## config.mk

```make
export PLATFORM = sky130hd
export DESIGN_NAME = pwm_ramp_ctrl_flat
export DESIGN_NICKNAME = d
export VERILOG_FILES = /design/src/rtl/pwm_ramp_ctrl_if.sv /design/src/rtl/pwm_ramp_ctrl.sv /design/src/flat_wrapper.sv
export SDC_FILE = /design/constraint.sdc
export NUM_CORES = 1
export LEC_CHECK = 0
export ABC_AREA = 1
export CAP_MARGIN = 20
export CORE_MARGIN = 2
export CORE_UTILIZATION = 50
export DETAILED_ROUTE_END_ITERATION = 10
export HOLD_SLACK_MARGIN = 0.08
export PLACE_DENSITY_LB_ADDON = 0.12
export SLEW_MARGIN = 15
export SYNTH_ARGS = -nofsm -noshare
export SYNTH_HDL_FRONTEND = slang
export SYNTH_SLANG_ARGS = --single-unit
```

## constraint.sdc

```tcl
create_clock -name clk -period 2.2 [get_ports clk]
set_input_delay 0.44 -clock clk [delete_from_list [all_inputs] [get_ports clk]]
set_output_delay 0.44 -clock clk [all_outputs]
set_load 0.02 [all_outputs]
```

## src/rtl/pwm_ramp_ctrl_if.sv

```systemverilog
// Host ramp-request channel for pwm_ramp_ctrl.
// Handshake: a request transfers on a rising clk edge where tgt_valid && tgt_ready;
// the master holds tgt_duty stable while tgt_valid is high, and tgt_ready never waits on tgt_valid.
interface pwm_ramp_ctrl_if;
   logic       tgt_valid;
   logic [3:0] tgt_duty;
   logic       tgt_ready;

   modport master (output tgt_valid, output tgt_duty, input  tgt_ready);
   modport slave  (input  tgt_valid, input  tgt_duty, output tgt_ready);
endinterface

```

## src/rtl/pwm_ramp_ctrl.sv

```systemverilog
// Button/host driven duty-step controller: debounced buttons and host ramp requests
// are turned into spaced inc/dec pulses for a PWM generator, with a local duty shadow.
module pwm_ramp_ctrl #(
   parameter int DEB_CYCLES = 4,
   parameter int STEP_GAP   = 8,
   parameter int DUTY_MAX   = 10,
   parameter int DUTY_INIT  = 5
) (
   input  logic           clk,
   input  logic           rst_n,
   input  logic           i_btn_inc,
   input  logic           i_btn_dec,
   pwm_ramp_ctrl_if.slave tgt_if,
   output logic           o_inc_pulse,
   output logic           o_dec_pulse,
   output logic [3:0]     o_duty,
   output logic           o_busy,
   output logic           o_done,
   output logic           o_sat,
   output logic [1:0]     o_state
);

   localparam int DEB_W = (DEB_CYCLES > 1) ? $clog2(DEB_CYCLES) : 1;
   localparam int GAP_W = (STEP_GAP > 1) ? $clog2(STEP_GAP) : 1;
   localparam logic [DEB_W-1:0] DEB_LAST   = DEB_W'(DEB_CYCLES - 1);
   localparam logic [GAP_W-1:0] GAP_LAST   = GAP_W'(STEP_GAP - 1);
   localparam logic [3:0]       DUTY_MAX_L = 4'(DUTY_MAX);
   localparam logic [3:0]       DUTY_INIT_L = 4'(DUTY_INIT);

   typedef enum logic [1:0] {
      S_IDLE  = 2'd0,
      S_PULSE = 2'd1,
      S_GAP   = 2'd2
   } state_t;

   // Bit 0 carries the increase button, bit 1 the decrease button.
   logic [1:0]       w_btn;
   logic [1:0]       r_sync1;
   logic [1:0]       r_sync2;
   logic [1:0]       r_deb;
   logic [1:0]       r_deb_q;
   logic [DEB_W-1:0] r_deb_cnt [2];
   logic [1:0]       w_ev;

   assign w_btn = {i_btn_dec, i_btn_inc};
   assign w_ev  = r_deb & ~r_deb_q;

   always_ff @(posedge clk or negedge rst_n) begin
      if (!rst_n) begin
         r_sync1 <= '0;
         r_sync2 <= '0;
         r_deb   <= '0;
         r_deb_q <= '0;
         for (int i = 0; i < 2; i++) r_deb_cnt[i] <= '0;
      end else begin
         r_sync1 <= w_btn;
         r_sync2 <= r_sync1;
         r_deb_q <= r_deb;
         for (int i = 0; i < 2; i++) begin
            if (r_sync2[i] != r_deb[i]) begin
               if (r_deb_cnt[i] == DEB_LAST) begin
                  r_deb[i]     <= r_sync2[i];
                  r_deb_cnt[i] <= '0;
               end else begin
                  r_deb_cnt[i] <= r_deb_cnt[i] + DEB_W'(1);
               end
            end else begin
               r_deb_cnt[i] <= '0;
            end
         end
      end
   end

   state_t           r_state;
   state_t           w_state_nxt;
   logic             r_ramp;
   logic             w_ramp_nxt;
   logic [3:0]       r_target;
   logic [3:0]       w_target_nxt;
   logic [3:0]       r_duty;
   logic [3:0]       w_duty_nxt;
   logic [GAP_W-1:0] r_gap_cnt;
   logic [GAP_W-1:0] w_gap_nxt;
   logic             r_inc;
   logic             w_inc_nxt;
   logic             r_dec;
   logic             w_dec_nxt;
   logic             r_done;
   logic             w_done_nxt;
   logic             r_sat;
   logic             w_sat_nxt;
   logic             r_ready;
   logic             r_busy;
   logic [3:0]       w_tgt_clip;

   always_comb begin
      w_state_nxt  = r_state;
      w_ramp_nxt   = r_ramp;
      w_target_nxt = r_target;
      w_duty_nxt   = r_duty;
      w_gap_nxt    = r_gap_cnt;
      w_inc_nxt    = 1'b0;
      w_dec_nxt    = 1'b0;
      w_done_nxt   = 1'b0;
      w_sat_nxt    = 1'b0;
      w_tgt_clip   = (tgt_if.tgt_duty > DUTY_MAX_L) ? DUTY_MAX_L : tgt_if.tgt_duty;

      unique case (r_state)
         S_IDLE: begin
            // A host request outranks any button event arriving in the same cycle.
            if (tgt_if.tgt_valid && r_ready) begin
               w_target_nxt = w_tgt_clip;
               if (w_tgt_clip == r_duty) begin
                  w_done_nxt = 1'b1;
               end else begin
                  w_ramp_nxt  = 1'b1;
                  w_state_nxt = S_PULSE;
                  if (w_tgt_clip > r_duty) begin
                     w_inc_nxt  = 1'b1;
                     w_duty_nxt = r_duty + 4'd1;
                  end else begin
                     w_dec_nxt  = 1'b1;
                     w_duty_nxt = r_duty - 4'd1;
                  end
               end
            end else if (w_ev[0] && !w_ev[1]) begin
               if (r_duty < DUTY_MAX_L) begin
                  w_state_nxt = S_PULSE;
                  w_inc_nxt   = 1'b1;
                  w_duty_nxt  = r_duty + 4'd1;
               end else begin
                  w_sat_nxt = 1'b1;
               end
            end else if (w_ev[1] && !w_ev[0]) begin
               if (r_duty != 4'd0) begin
                  w_state_nxt = S_PULSE;
                  w_dec_nxt   = 1'b1;
                  w_duty_nxt  = r_duty - 4'd1;
               end else begin
                  w_sat_nxt = 1'b1;
               end
            end
         end
         S_PULSE: begin
            w_state_nxt = S_GAP;
            w_gap_nxt   = '0;
         end
         S_GAP: begin
            if (r_gap_cnt == GAP_LAST) begin
               if (r_ramp && (r_duty != r_target)) begin
                  w_state_nxt = S_PULSE;
                  if (r_target > r_duty) begin
                     w_inc_nxt  = 1'b1;
                     w_duty_nxt = r_duty + 4'd1;
                  end else begin
                     w_dec_nxt  = 1'b1;
                     w_duty_nxt = r_duty - 4'd1;
                  end
               end else begin
                  w_state_nxt = S_IDLE;
                  w_done_nxt  = r_ramp;
                  w_ramp_nxt  = 1'b0;
               end
            end else begin
               w_gap_nxt = r_gap_cnt + GAP_W'(1);
            end
         end
         default: w_state_nxt = S_IDLE;
      endcase
   end

   always_ff @(posedge clk or negedge rst_n) begin
      if (!rst_n) begin
         r_state   <= S_IDLE;
         r_ramp    <= 1'b0;
         r_target  <= DUTY_INIT_L;
         r_duty    <= DUTY_INIT_L;
         r_gap_cnt <= '0;
         r_inc     <= 1'b0;
         r_dec     <= 1'b0;
         r_done    <= 1'b0;
         r_sat     <= 1'b0;
         r_ready   <= 1'b1;
         r_busy    <= 1'b0;
      end else begin
         r_state   <= w_state_nxt;
         r_ramp    <= w_ramp_nxt;
         r_target  <= w_target_nxt;
         r_duty    <= w_duty_nxt;
         r_gap_cnt <= w_gap_nxt;
         r_inc     <= w_inc_nxt;
         r_dec     <= w_dec_nxt;
         r_done    <= w_done_nxt;
         r_sat     <= w_sat_nxt;
         r_ready   <= (w_state_nxt == S_IDLE);
         r_busy    <= (w_state_nxt != S_IDLE);
      end
   end

   assign tgt_if.tgt_ready = r_ready;
   assign o_inc_pulse      = r_inc;
   assign o_dec_pulse      = r_dec;
   assign o_duty           = r_duty;
   assign o_busy           = r_busy;
   assign o_done           = r_done;
   assign o_sat            = r_sat;
   assign o_state          = r_state;

endmodule

```

## src/flat_wrapper.sv

```systemverilog
// flat-port wrapper written by rule: the top's interface ports become plain ports
module pwm_ramp_ctrl_flat 
#(
   parameter int DEB_CYCLES = 4,
   parameter int STEP_GAP   = 8,
   parameter int DUTY_MAX   = 10,
   parameter int DUTY_INIT  = 5
)
  (clk, rst_n, i_btn_inc, i_btn_dec, o_inc_pulse, o_dec_pulse, o_duty, o_busy, o_done, o_sat, o_state, tgt_if_tgt_valid, tgt_if_tgt_duty, tgt_if_tgt_ready);
  pwm_ramp_ctrl_if tgt_if_i ();
  input  logic clk;
  input  logic rst_n;
  input  logic i_btn_inc;
  input  logic i_btn_dec;
  output logic o_inc_pulse;
  output logic o_dec_pulse;
  output logic [3:0] o_duty;
  output logic o_busy;
  output logic o_done;
  output logic o_sat;
  output logic [1:0] o_state;
  input wire logic [$bits(tgt_if_i.tgt_valid)-1:0] tgt_if_tgt_valid;
  input wire logic [$bits(tgt_if_i.tgt_duty)-1:0] tgt_if_tgt_duty;
  output wire logic [$bits(tgt_if_i.tgt_ready)-1:0] tgt_if_tgt_ready;
  assign tgt_if_i.tgt_valid = tgt_if_tgt_valid;
  assign tgt_if_i.tgt_duty = tgt_if_tgt_duty;
  assign tgt_if_tgt_ready = tgt_if_i.tgt_ready;
  pwm_ramp_ctrl #(.DEB_CYCLES(DEB_CYCLES), .STEP_GAP(STEP_GAP), .DUTY_MAX(DUTY_MAX), .DUTY_INIT(DUTY_INIT)) u_core (.clk(clk), .rst_n(rst_n), .i_btn_inc(i_btn_inc), .i_btn_dec(i_btn_dec), .tgt_if(tgt_if_i), .o_inc_pulse(o_inc_pulse), .o_dec_pulse(o_dec_pulse), .o_duty(o_duty), .o_busy(o_busy), .o_done(o_done), .o_sat(o_sat), .o_state(o_state));
endmodule
```

==> summary.txt <==
Status
  • Outcome: completed

CTS
  • Clock latency at the later pin of the worst-skew pair: 0.33 ns
  • Post-CTS Setup Bufs: 0
  • CTS sink cnt: 32
  • Cts hold-fix bufs: 0
  • Post-CTS Resized: 0
  • H-tree Lvls: 2
  • Cts bufs inserted: 5
  • Max clock buf depth: 2
  • Clock Pin Slew Worst Setup and Hold Paths: 0.10 ns
  • CTS tree: built
  • Clk root buf: clkbuf_4

Worst setup path
  • Worst r2r dst: u_core.o_duty[3]
  • Reg2reg start: u_core.o_duty[2]
  • Worst R2R Path Depth: 12
  • CP max stage delay: 0.65 ns
  • Worst path arrival time: 1.62 ns
  • Crit start category: flop
  • FF-to-FF setup slack: 0.19 ns
  • Crit. End Element: output pin
  • Critical path depth: 1
  • Critical path's slowest cell: dfstp_2
  • CP Class: reg -> out
  • Crit-path cells: clkdlybuf4s50_1
  • Crit path max-delay family: flip-flops
  • Worst Path Required: 1.76 ns
  • Crit path buffers/inverters: 1
  • Critical-path maximum fanout: 7
  • CP endpoint: o_duty[2]
  • Worst setup path start: u_core.o_duty[2]

Global routing
  • Vias in the first global route: 1351
  • First-pass GRT wire length: 6.09 mm
  • Initial antenna violation count: 0
  • GRT Residual Overflow: 0
  • Largest net degree at the start of global routing: 33
  • Overall Global Routing Usage: 0.199

Timing
  • Fin crit share: 0.937
  • Final setup viols: 0
  • RSZ-0062 raised after global routing: false
  • Final WS setup: 0.139 ns
  • Slew @ Worst Pin: 0.402 ns
  • Setup Skew: 0.00770 ns
  • Fmax achieved: 485 MHz
  • Max-slew violations: 0
  • Tmin final: 2.06 ns
  • Final Hold Vio Count: 0
  • Slew headroom: 0.732
  • WHS: 0.356 ns

Placed design
  • Port-buffer cells: 20
  • Post-DP HPWL: 2.69 mm
  • RePlAce Congestion: 0.865
  • Worst slack at placement: -0.141 ns

Route
  • Post-route ant nets: 0
  • DRC: 0
  • Vias: 1344
  • First-pass iteration count of the detailed router: 4
  • WL final: 3.45 mm
  • Via/cell ratio: 4.94
  • DR WL/cell: 12.7 um
  • Initial DRC Count: 69

Floorplanning
  • Initial Util: 0.522
  • Row cnt: 21
  • I/O pin count: 21
  • Die width: 63.3 um
  • Core area: 3360 um^2
  • Die H: 63.3 um
  • Die Area: 4000 um^2

Power and ir drop
  • Leakage power: 0.00107 uW
  • Peak VDD IR: 0.000641 V
  • Power Dens Cells: 1510 nW/um^2

Worst hold path
  • Hold WC Path Type: reg -> reg
  • Hold path start: u_core.r_sync1[0]

Finish
  • NumNets Final: 248
  • # diodes: 0
  • Commonest non-fill, non-tap cells in the layout: nand2_1 (50), inv_1 (27), dfrtp_1 (27), clkdlybuf4s50_1 (20), nand3_1 (15)
  • Fin util: 0.626
  • Layout cells sized above 1: 0.164
  • Commonest non-fill, non-tap cell in the layout: nand2_1
  • Area grow syn2layout: 19.9%

Logic synthesis
  • Share of the synthesized area in the top cell type: 0.385
  • Seq/Total Area, Yosys: 0.460
  • Synthesized area: 1760 um^2
  • Cell variety after synth: 31
  • Synth Net Count: 219
  • Yosys reg bits: 32
  • Largest cells by area after synthesis: dfrtp_1 (38%), nand2_1 (11%), ha_1 (10%)
  • Yosys Warn Count: 0
  • Post-Syn Instances: 196
  • Syn Area/Cell: 8.96 um^2
  • Synth area leader: dfrtp_1

Flow run
  • Max Cap Violations: 0
-- synth_stat cells --
library cell	instances
nor2_4	2
nand4_4	1
o21ai_1	1
inv_1	27
o221ai_1	1
o22ai_1	1
o21ai_2	1
nand4_1	3
xor2_1	5
dfstp_2	5
xnor2_1	2
o21ai_0	3
dfrtp_1	27
nor2_2	4
nor3_4	1
nand2_2	4
a21oi_1	5
nand3_1	15
clkbuf_1	1
nand3_4	2
mux2_2	1
buf_6	1
a31oi_1	1
inv_2	3
nor3_1	2
ha_1	14
nor2_1	10
and3_4	1
or2_2	1
and3_1	1
nand2_1	50
-- flip-flops by register name (all words and copies together), names as in the netlist --
register                 flops
u_core.tgt_if.tgt_ready      1
u_core.o_busy                1
u_core.o_inc_pulse           1
u_core.r_deb                 2
u_core.o_sat                 1
u_core.o_duty                4
u_core.r_sync2               2
u_core.o_state               2
u_core.o_dec_pulse           1
u_core.o_done                1
u_core.r_sync1               2
u_core.r_deb_cnt             4
u_core.r_ramp                1
u_core.r_gap_cnt             3
u_core.r_target              4
u_core.r_deb_q               2
-- worst min-delay path by stage --
| stage | cells after the start | end |
|---|---|---|
| final | 0 | u_core.r_sync2[0] |
| after global routing | 0 | u_core.r_sync2[0] |
| after CTS | 0 | u_core.r_sync2[0] |
| after detailed placement | 0 | u_core.r_sync2[0] |
| after global placement | 0 | u_core.r_sync2[0] |
| after floorplan | 0 | u_core.o_busy |
-- through the flow --
stage / total power [uW] / setup TNS [ns] / instance area (um^2) / instances
CTS: 3200 / 0 / 2100 / 272
finish: 3170 / 0 / 2100 / 272
global placement: 2670 / -0.214 / 2030 / 264
global route: 3480 / 0 / 2100 / 272
floorplan: 2240 / 0 / 1760 / 196
detailed placement: 2740 / -0.445 / 2030 / 264
-- report_power, final --
group	switching [uW]	total [uW]	internal (uW)
Combinational	1000	1680	675
Sequential	208	1060	848
Clock	202	440	238
-- metal layers --
metal | track usage | vias to the layer above | share of wire
met4 | 0.0652 | 0 | 0.015
met5 | 0 | - | 0
li1 | - | 682 | -
met3 | 0.0536 | 5 | 0.062
met2 | 0.319 | 38 | 0.48
met1 | 0.263 | 619 | 0.45
-- layout make-up --
| cell class | instances | area [um^2] |
|---|---|---|
| sequential | 32 | 807 |
| inverter | 30 | 113 |
| tap | 46 | 57.6 |
| clock inverter | 2 | 35.0 |
| fill | 302 | 1260 |
| clock buffer | 6 | 41.3 |
| timing repair buffer | 24 | 230 |
| multi-input combinational | 132 | 821 |
-- kinds of logic after synthesis --
group / share of synthesized area
mux: 0.00641
compound gates: 0.0428
simple gates: 0.284
flops: 0.460
xor+xnor: 0.0349
buf+inv: 0.0727
fa+ha+maj: 0.0998
No activity file was read; power rests on OpenSTA's default activity.
